$ cat src/rtl/bus_timer_slave.sv
// Bus responder with programmable wait states hosting a 32-bit interval timer.
// Optional tick prescaler enabled by defining TIMER_PRESCALER_EN.
module bus_timer_slave #(
  parameter int WAIT_CYCLES = 1,
  parameter int PRESCALE    = 4
) (
  input  logic        i_clk,
  input  logic        i_reset,
  input  logic        i_cs_,
  input  logic        i_as_,
  input  logic        i_rw,
  input  logic [1:0]  i_addr,
  input  logic [31:0] i_wr_data,
  output logic [31:0] o_rd_data,
  output logic        o_rdy_,
  output logic        o_irq
);

  typedef enum logic [1:0] {ST_IDLE, ST_WAIT, ST_ACK} state_t;

  localparam logic [3:0] WAIT_LOAD = (WAIT_CYCLES == 0) ? 4'd0 : 4'(WAIT_CYCLES - 1);

  state_t      r_state;
  state_t      w_state_next;
  logic [3:0]  r_wait_cnt;
  logic [1:0]  r_addr;
  logic        r_rw;
  logic [31:0] r_wdata;
  logic [31:0] r_ack_data;
  logic [31:0] r_rd_data;
  logic        r_rdy_;

  logic        r_start;
  logic        r_periodic;
  logic        r_expired;
  logic [31:0] r_expire;
  logic [31:0] r_counter;

  logic        w_accept;
  logic        w_enter_ack;
  logic        w_wr_en;
  logic [1:0]  w_rd_sel;
  logic [31:0] w_rd_mux;
  logic        w_tick;
  logic        w_expire_hit;
  logic        w_wr_ctrl;
  logic        w_wr_status;
  logic        w_wr_expire;
  logic        w_wr_counter;

  // State register
  always_ff @(posedge i_clk or negedge i_reset) begin
    if (!i_reset) r_state <= ST_IDLE;
    else          r_state <= w_state_next;
  end

  // Next-state logic
  always_comb begin
    w_state_next = r_state;
    case (r_state)
      ST_IDLE: if (!i_cs_ && !i_as_) w_state_next = (WAIT_CYCLES == 0) ? ST_ACK : ST_WAIT;
      ST_WAIT: if (r_wait_cnt == 4'd0) w_state_next = ST_ACK;
      ST_ACK:  w_state_next = ST_IDLE;
      default: w_state_next = ST_IDLE;
    endcase
  end

  // FSM-derived controls
  always_comb begin
    w_accept    = (r_state == ST_IDLE) && !i_cs_ && !i_as_;
    w_enter_ack = (w_state_next == ST_ACK) && (r_state != ST_ACK);
    w_wr_en     = (r_state == ST_ACK) && !r_rw;
    // With zero wait states ACK is entered on the accept edge, before r_addr holds the address.
    w_rd_sel    = (r_state == ST_IDLE) ? i_addr : r_addr;
  end

  always_comb begin
    w_rd_mux = 32'h0;
    case (w_rd_sel)
      2'd0: w_rd_mux = {30'h0, r_periodic, r_start};
      2'd1: w_rd_mux = {31'h0, r_expired};
      2'd2: w_rd_mux = r_expire;
      2'd3: w_rd_mux = r_counter;
      default: w_rd_mux = 32'h0;
    endcase
  end

  always_ff @(posedge i_clk or negedge i_reset) begin
    if (!i_reset) begin
      r_wait_cnt <= 4'd0;
      r_addr     <= 2'd0;
      r_rw       <= 1'b0;
      r_wdata    <= 32'h0;
      r_ack_data <= 32'h0;
      r_rd_data  <= 32'h0;
      r_rdy_     <= 1'b1;
    end else begin
      if (w_accept) begin
        r_addr     <= i_addr;
        r_rw       <= i_rw;
        r_wdata    <= i_wr_data;
        r_wait_cnt <= WAIT_LOAD;
      end else if (r_state == ST_WAIT && r_wait_cnt != 4'd0) begin
        r_wait_cnt <= r_wait_cnt - 4'd1;
      end
      if (w_enter_ack) r_ack_data <= w_rd_mux;
      r_rdy_    <= (r_state != ST_ACK);
      r_rd_data <= (r_state == ST_ACK && r_rw) ? r_ack_data : 32'h0;
    end
  end

  assign o_rdy_    = r_rdy_;
  assign o_rd_data = r_rd_data;
  assign o_irq     = r_expired;

  assign w_wr_ctrl    = w_wr_en && (r_addr == 2'd0);
  assign w_wr_status  = w_wr_en && (r_addr == 2'd1);
  assign w_wr_expire  = w_wr_en && (r_addr == 2'd2);
  assign w_wr_counter = w_wr_en && (r_addr == 2'd3);

`ifdef TIMER_PRESCALER_EN
  localparam int DIV_W = (PRESCALE > 1) ? $clog2(PRESCALE) : 1;
  logic [DIV_W-1:0] r_div;
  logic             w_div_wrap;

  assign w_div_wrap = (r_div == DIV_W'(PRESCALE - 1));
  assign w_tick     = r_start && w_div_wrap;

  always_ff @(posedge i_clk or negedge i_reset) begin
    if (!i_reset)                       r_div <= '0;
    else if (!r_start || w_wr_counter) r_div <= '0;
    else if (w_div_wrap)               r_div <= '0;
    else                               r_div <= r_div + 1'b1;
  end
`else
  assign w_tick = r_start;
`endif

  assign w_expire_hit = w_tick && (r_counter == r_expire);

  // Bus writes take priority over timer updates, except that an expiry always sets the flag.
  always_ff @(posedge i_clk or negedge i_reset) begin
    if (!i_reset) begin
      r_start    <= 1'b0;
      r_periodic <= 1'b0;
      r_expired  <= 1'b0;
      r_expire   <= 32'h0;
      r_counter  <= 32'h0;
    end else begin
      if (w_wr_ctrl) begin
        r_start    <= r_wdata[0];
        r_periodic <= r_wdata[1];
      end else if (w_expire_hit && !r_periodic) begin
        r_start <= 1'b0;
      end

      if (w_expire_hit)                       r_expired <= 1'b1;
      else if (w_wr_status && !r_wdata[0])    r_expired <= 1'b0;

      if (w_wr_expire) r_expire <= r_wdata;

      if (w_wr_counter)      r_counter <= r_wdata;
      else if (w_expire_hit) r_counter <= 32'h0;
      else if (w_tick)       r_counter <= r_counter + 32'd1;
    end
  end

endmodule
$ cat config.mk
export PLATFORM = sky130hd
export DESIGN_NAME = bus_timer_slave
export DESIGN_NICKNAME = d
export VERILOG_FILES = /design/src/rtl/bus_timer_slave.sv
export SDC_FILE = /design/constraint.sdc
export NUM_CORES = 1
export LEC_CHECK = 0
export CORE_MARGIN = 10
export CORE_UTILIZATION = 48
export CTS_CLUSTER_DIAMETER = 40
export DETAILED_ROUTE_END_ITERATION = 10
export HOLD_SLACK_MARGIN = 0.02
export PLACE_DENSITY = 0.75
export SLEW_MARGIN = 40
export SYNTH_ARGS = -nofsm -noshare
export SYNTH_HDL_FRONTEND = slang
export SYNTH_SLANG_ARGS = --single-unit
$ cat constraint.sdc
create_clock -name i_clk -period 2 [get_ports i_clk]
set_input_delay 0.3 -clock i_clk [delete_from_list [all_inputs] [get_ports i_clk]]
set_output_delay 0.3 -clock i_clk [all_outputs]
set_load 0.05 [all_outputs]
==> results.py, run 1 <==
metrics = {
    "sta": {
        "drv_slew": 0,
        "tightest_slew_ns": 0.5268,
        "whs_ns": 0.3851,
        "setup_violations": 34,
        "finalCritPeriodShare_pct": 111.7,
        "relSlewSlack_pct": 64.88,
        "layout_min_cycle_time_ns": 2.233,
        "setup_ws_ns": -0.2332,
        "max_freq_mhz": 447.8,
        "rsz0062_at_grt": "true",
        "hold_violations": 0,
        "fin_skew_ns": 0.01391,
        "tns_ns": -4.667,
    },
    "drt": {
        "dr.pass1.iters": 6,
        "antenna_left": 0,
        "wl_per_cell_um": 17.85,
        "first_iter_violations": 451,
        "routed-via-count": 6519,
        "wl_um": 21720,
        "viasPerCell": 5.357,
        "drc": 0,
    },
    "logic_synthesis": {
        "synth_flop_cell": "dfrtp_1",
        "synth-simple-area-share_pct": 21.85,
        "yosysUniqueCellTypes": 48,
        "ys_warn_count": 0,
        "synth_top_family_by_area": "simple AND/OR/NAND/NOR gates",
        "syn_area_per_cell_um2": 9.926,
        "syn-num-nets": 851,
        "synth.area.mux_share_pct": 8.886,
        "synthesis.instances": 810,
        "synthAdderAreaFrac_pct": 0.3112,
        "syn_area_mm2": 0.008040,
        "synth-seq-cells": 173,
        "async_flop_share_pct": 100.0,
        "synth_edf_count": 0,
        "synth_compound_area_share_pct": 6.567,
        "synth_xor_area_share_pct": 5.556,
        "seq_area_frac_synth_pct": 53.86,
    },
    "worst_setup_path": {
        "cp_cell_sequence": "buf_4, ha_4, nand2_2, or4b_4, buf_6, or4_1, a21o_1, a21oi_2",
        "rr_endpoint": "r_counter[18]",
        "end_kind": "flop",
        "startpoint": "r_counter[0]",
        "path_class": "flop to flop",
        "cp.required_ns": 2.36,
        "critPathMaxFanout": 5,
        "r2r_start": "r_counter[0]",
        "worstSetupStartpointType": "flop",
        "cp_slowest_cell": "or4b_4",
        "reg2reg_depth": 8,
        "r2r_setup_slack_ns": -0.23,
        "critPathMaxStageDelay_ns": 0.55,
        "arrival_ns": 2.59,
    },
    "global_routing": {
        "grt_max_degree": 52,
        "grt_pass1_vias": 6494,
        "overflow": 0,
        "grt_pass1_wl_um": 33420,
        "grt_usage_pct": 19.02,
        "antenna_found_initial": 0,
    },
    "outcome": {
        "violations": "negative setup slack",
        "status": "complete, but fails checks",
    },
    "final_layout": {
        "n_antenna_cell": 0,
        "fill_cells": 1273,
        "fin_area_mm2": 0.01093,
        "multi_input_area_mm2": 0.003811,
        "post-route-util_pct": 66.15,
        "drive_above_1_share_pct": 26.18,
        "syn_to_final_growth_pct": 35.96,
        "regArea_mm2": 0.004334,
        "nets": 1027,
    },
    "placement": {
        "hpwl_um": 15190,
        "port_buffers": 72,
        "placed_area_mm2": 0.009753,
        "detailedPlace.worstSlack_ns": -0.1723,
        "place_congestion": 0.9727,
    },
    "power": {
        "switching_share_pct": 35.51,
        "clkPwrFrac_pct": 24.4,
        "p_switching_mw": 4.784,
        "pwr-share-comb_pct": 34.9,
        "peakVddDrop_mv": 0.7739,
        "pwr-share-seq_pct": 40.8,
        "p_leak_nw": 5.384,
        "p_per_area_mw_per_mm2": 1232,
        "p_int_mw": 8.688,
    },
    "clock_tree": {
        "clkTransAtPathRegs_ns": 0.06,
        "htree_levels": 4,
        "cts_tree": "done",
        "cts_buffers": 17,
        "clock_path_buffers": 2,
        "cts-root-buf": "clkbuf_16",
        "numClockSinks": 173,
        "clk_latency_ns": 0.43,
    },
    "floorplan": {
        "initial_core_util_pct": 48.66,
        "die_area_mm2": 0.02233,
        "die_width_um": 149.4,
        "ioPinCount": 73,
        "core_area_mm2": 0.01652,
        "rows": 47,
        "die_y_um": 149.4,
    },
    "hold_path": {
        "holdPathEnd": "r_wdata[30]",
        "hold_path_startpoint": "i_wr_data[30]",
        "holdPathStages": 3,
        "hold_path.class": "primary input to flop",
    },
    "job": {
        "drv_cap": 0,
    },
}
==> how the worst max path moves through the flow <==
stage          cells past startpoint             to  slack, ns
3_5_place_dp                       7   r_counter[6]      -0.17
3_3_place_gp                       7   r_counter[6]      -0.07
6_report                           8  r_counter[18]      -0.23
2_1_floorplan                      7  r_counter[18]      -0.08
5_1_grt                            8        r_start      -0.29
4_1_cts                            7  r_counter[18]      -0.09
==> worst max-delay path, delay by kind of cell, from the launching register on <==
family                   cells  cell delay [ns]
AND/OR/NAND/NOR              3             0.99
flip-flops                   1             0.40
AO/OA/AOI/OAI                2             0.33
buffers and inverters        2             0.30
adder cells (fa/ha/maj)      1             0.13
==> state kept, by name, summed over array words and instances (netlist names) <==
name and count:
o_irq 1, o_rd_data 32, o_rdy_ 1, r_ack_data 32, r_addr 2, r_counter 32
r_expire 32, r_periodic 1, r_rw 1, r_start 1, r_state 2, r_wait_cnt 4
r_wdata 32
==> Yosys cell counts (2+ instances only) <==
master | number | area share, %
or3_1 | 6 | 0.47
mux2_2 | 35 | 4.9
nor3_1 | 17 | 1.1
a21o_1 | 8 | 0.75
nor2b_1 | 2 | 0.16
o31ai_1 | 5 | 0.47
nor2_1 | 60 | 2.8
buf_2 | 13 | 0.81
nand4b_1 | 3 | 0.33
nor4_1 | 17 | 1.3
nand3b_1 | 2 | 0.19
nand2b_1 | 2 | 0.16
and4_1 | 5 | 0.54
clkbuf_1 | 33 | 1.5
and2_1 | 32 | 2.5
nand4_1 | 11 | 0.86
a21oi_1 | 20 | 1.2
or2_2 | 2 | 0.16
nor4_2 | 3 | 0.47
or4_1 | 4 | 0.37
nand2_1 | 170 | 7.9
nand3_1 | 19 | 1.2
dfrtp_1 | 172 | 54
a2bb2oi_1 | 2 | 0.22
xnor2_1 | 11 | 1.2
a31oi_1 | 3 | 0.23
mux2i_1 | 32 | 4.0
o211a_1 | 2 | 0.25
buf_1 | 2 | 0.093
ha_1 | 2 | 0.31
o21ai_0 | 45 | 2.8
and3_1 | 6 | 0.47
inv_1 | 10 | 0.47
xor2_1 | 40 | 4.4
==> placed cells by master, fill, tap and decap left out, types with 3 or more instances in the layout <==
| master | netlist | layout |
|---|---|---|
| nand2_1 | 170 | 168 |
| inv_1 | 10 | 10 |
| a31oi_1 | 3 | 3 |
| o31ai_2 | 0 | 3 |
| and4_1 | 5 | 3 |
| clkdlybuf4s50_1 | 0 | 69 |
| nor3_2 | 1 | 8 |
| xnor2_1 | 11 | 10 |
| or4_1 | 4 | 4 |
| and3_1 | 6 | 6 |
| dfrtp_2 | 0 | 3 |
| nand4b_1 | 3 | 3 |
| nor3_1 | 17 | 9 |
| buf_12 | 0 | 5 |
| clkbuf_8 | 0 | 4 |
| clkbuf_16 | 0 | 19 |
| a21oi_1 | 20 | 19 |
| clkinvlp_4 | 0 | 4 |
| dfrtp_1 | 172 | 169 |
| nor4_4 | 1 | 3 |
| o21ai_0 | 45 | 41 |
| nor4_2 | 3 | 9 |
| or3_1 | 6 | 5 |
| and2_1 | 32 | 32 |
| nor4_1 | 17 | 9 |
| mux2i_1 | 32 | 30 |
| a21o_1 | 8 | 8 |
| buf_6 | 0 | 13 |
| nand3_1 | 19 | 17 |
| xor2_2 | 0 | 5 |
| xor2_1 | 40 | 33 |
| nor2_1 | 60 | 59 |
| buf_4 | 0 | 113 |
| mux2_2 | 35 | 35 |
| nand4_1 | 11 | 11 |
==> routing by layer <==
layer  wire, um  track usage, %
met5          0               0
met4        731           7.311
met3       1498           4.167
met1       9508           24.96
met2       9985           30.16
==> cell type report <==
type                       instances  share of cell area (%)
clock buffer                      21                   4.395
clock inverter                     9                   1.030
inverter                          10                  0.3434
multi-input combinational        578                   34.86
sequential                       173                   39.65
tap                              220                   2.518
timing repair buffer             206                   17.20
==> per-stage QoR <==
stage	power (mW)	cells
after floorplan	7.676	810
final	13.47	1217
after CTS	13.01	1206
after global placement	9.388	1164
after detailed placement	9.536	1164
after global routing	14.21	1217
==> cells by family (layout without fill, tap and decap cells) <==
| family | Yosys count | count (layout) |
|---|---|---|
| xor+xnor | 51 | 51 |
| flops | 173 | 173 |
| simple gates | 367 | 367 |
| compound gates | 91 | 91 |
| mux | 67 | 67 |
| fa+ha+maj | 2 | 2 |
| buf+inv | 59 | 246 |
==> power by group through the flow <==
| stage | clock network (mW) | registers (mW) | logic (mW) |
|---|---|---|---|
| floorplan | 0 | 5.27 | 2.41 |
| global placement | 0 | 5.43 | 3.96 |
| detailed placement | 0 | 5.49 | 4.05 |
| CTS | 3.33 | 5.45 | 4.23 |
| global route | 3.50 | 5.61 | 5.10 |
| finish | 3.29 | 5.49 | 4.70 |
==> timing repair <==
| item | CTS | global route |
|---|---|---|
| hold buffers | 1 | 0 |
| hold endpoints to repair | 43 | 0 |
| pin swaps | 22 | 25 |
| endpoints found under the setup margin | 29 | 56 |
| cloned | 1 | 2 |
| gates resized for setup | 33 | 44 |
| setup buffers | 10 | 9 |
Note: power is estimated with default switching activity, not from simulation.
==> run 2, diff against run 1 <==
--- a/config.mk
+++ b/config.mk
@@ -11,6 +11,7 @@
 export DETAILED_ROUTE_END_ITERATION = 10
 export HOLD_SLACK_MARGIN = 0.02
 export PLACE_DENSITY = 0.75
+export SETUP_SLACK_MARGIN = 0.4
 export SLEW_MARGIN = 40
 export SYNTH_ARGS = -nofsm -noshare
 export SYNTH_HDL_FRONTEND = slang
==> results.py, run 2 (synthesized netlist as in run 1, its figures left out) <==
metrics = {
    "floorplan": {
        "rows": 47,
        "die_y_um": 149.4,
        "ioPinCount": 73,
        "die_area_mm2": 0.02233,
        "die_width_um": 149.4,
        "core_area_mm2": 0.01652,
        "initial_core_util_pct": 48.66,
    },
    "worst_setup_path": {
        "critPathMaxFanout": 5,
        "cp.required_ns": 2.37,
        "rr_endpoint": "r_counter[18]",
        "worstSetupStartpointType": "flop",
        "path_class": "flop to flop",
        "r2r_setup_slack_ns": -0.13,
        "end_kind": "flop",
        "startpoint": "r_counter[1]",
        "r2r_start": "r_counter[1]",
        "reg2reg_depth": 7,
        "worstSetupEndpoint": "r_counter[18]",
        "arrival_ns": 2.50,
    },
    "global_routing": {
        "grt_pass1_vias": 6927,
        "grt_pass1_wl_um": 37500,
        "grt_max_degree": 47,
        "antenna_found_initial": 0,
        "overflow": 0,
        "grt_usage_pct": 21.59,
    },
    "sta": {
        "rsz0062_at_grt": "true",
        "hold_violations": 0,
        "layout_min_cycle_time_ns": 2.133,
        "fin_skew_ns": 0.008024,
        "setup_violations": 26,
        "drv_slew": 0,
        "finalCritPeriodShare_pct": 106.7,
        "tightest_slew_ns": 0.5042,
        "relSlewSlack_pct": 66.27,
        "setup_ws_ns": -0.1331,
        "max_freq_mhz": 468.8,
    },
    "final_layout": {
        "final_cell_mix": "nand2_1, dfrtp_1, buf_4",
        "multi_input_area_mm2": 0.004379,
        "fin_area_mm2": 0.01178,
        "n_antenna_cell": 0,
        "regArea_mm2": 0.004349,
        "drive_above_1_share_pct": 35.25,
        "nets": 1038,
        "fill_cells": 1100,
        "syn_to_final_growth_pct": 46.50,
        "final_common_cell": "nand2_1",
    },
    "clock_tree": {
        "cts_buffers": 17,
        "clk_latency_ns": 0.44,
        "cts_tree": "done",
        "cts-root-buf": "clkbuf_16",
        "htree_levels": 4,
        "clock_path_buffers": 2,
        "clkTransAtPathRegs_ns": 0.07,
        "numClockSinks": 173,
    },
    "hold_path": {
        "hold_path.class": "primary input to asynchronous set/reset pin",
    },
    "drt": {
        "first_iter_violations": 581,
        "routed-via-count": 6863,
        "viasPerCell": 5.580,
        "drc": 0,
        "dr.pass1.iters": 5,
        "wl_um": 25300,
        "antenna_left": 0,
        "wl_per_cell_um": 20.57,
    },
    "outcome": {
        "violations": "negative setup slack",
        "status": "complete, but fails checks",
    },
    "power": {
        "p_per_area_mw_per_mm2": 1296,
        "peakVddDrop_mv": 0.7354,
        "p_leak_nw": 5.696,
        "report.power.total_mw": 15.27,
    },
    "job": {
        "drv_cap": 0,
    },
    "placement": {
        "port_buffers": 72,
        "hpwl_um": 14880,
        "place_congestion": 0.9165,
        "placed_area_mm2": 0.009738,
    },
}
==> run 2: routing by layer <==
metal  part of all wire, %  wire, um  track usage [%]
met2                    50     12710            35.70
met5                     0         0                0
met4                   3.3       827            7.556
met3                   6.3      1601            4.801
met1                    40     10150            27.33
==> run 2: per-stage QoR <==
stage | hold slack (ns) | TNS, ns | utilization [%] | setup WS, ns | instances
2_1_floorplan | 0.004409 | -0.5701 | - | -0.07562 | 810
3_3_place_gp | 0.2716 | -1.062 | 58.93 | -0.09991 | 1146
3_5_place_dp | 0.2718 | -1.621 | 58.93 | -0.1327 | 1146
4_1_cts | 0.3726 | -0.1453 | 68.11 | -0.05425 | 1211
5_1_grt | 0.3764 | -3.378 | 71.28 | -0.1947 | 1230
6_report | 0.3797 | -1.228 | 71.28 | -0.1331 | 1230
==> run 2: what timing repair did <==
action                     CTS  global route
buffers inserted            26            17
gates cloned                 6             2
setup endpoints to repair  132           166
pin swaps                   38            36
resized for setup          219           124
hold buffers                 1             0
hold endpoints to repair    40             0
==> run 2: final cells by class <==
cell class | count | area share, %
clock buffer | 18 | 3.728
clock inverter | 14 | 1.328
multi-input combinational | 578 | 37.18
sequential | 173 | 36.92
inverter | 10 | 0.3187
tap | 220 | 2.337
timing repair buffer | 217 | 18.19
==> run 2: how the worst min path moves through the flow <==
stage,endpoint,slack (ns),cells past startpoint
floorplan,o_irq,0.004,0
global placement,o_rd_data[31],0.27,1
detailed placement,o_rd_data[31],0.27,1
CTS,r_wdata[17],0.37,3
global route,r_wdata[23],0.38,3
finish,o_rd_data[31],0.38,2
==> run 2: report_power, final <==
part | switching [mW] | internal, mW
clock network | 1.54 | 1.80
registers | 1.11 | 4.54
logic | 3.05 | 3.23
total | 5.71 | 9.57
==> run 2: critical path: stages, from the launching register on <==
cell,delay (ns)
dfrtp_1,0.39
ha_2,0.20
nand2_2,0.06
or4b_4,0.54
buf_8,0.17
or4_4,0.42
a21o_1,0.18
a21oi_2,0.10
==> run 3, diff against run 2 <==
--- a/config.mk
+++ b/config.mk
@@ -5,6 +5,7 @@
 export SDC_FILE = /design/constraint.sdc
 export NUM_CORES = 1
 export LEC_CHECK = 0
+export ABC_CLOCK_PERIOD_IN_PS = 2000
 export CORE_MARGIN = 10
 export CORE_UTILIZATION = 48
 export CTS_CLUSTER_DIAMETER = 40
==> results of run 3 <==
No change in the layout: final DEF, timing and power equal those of run 2.
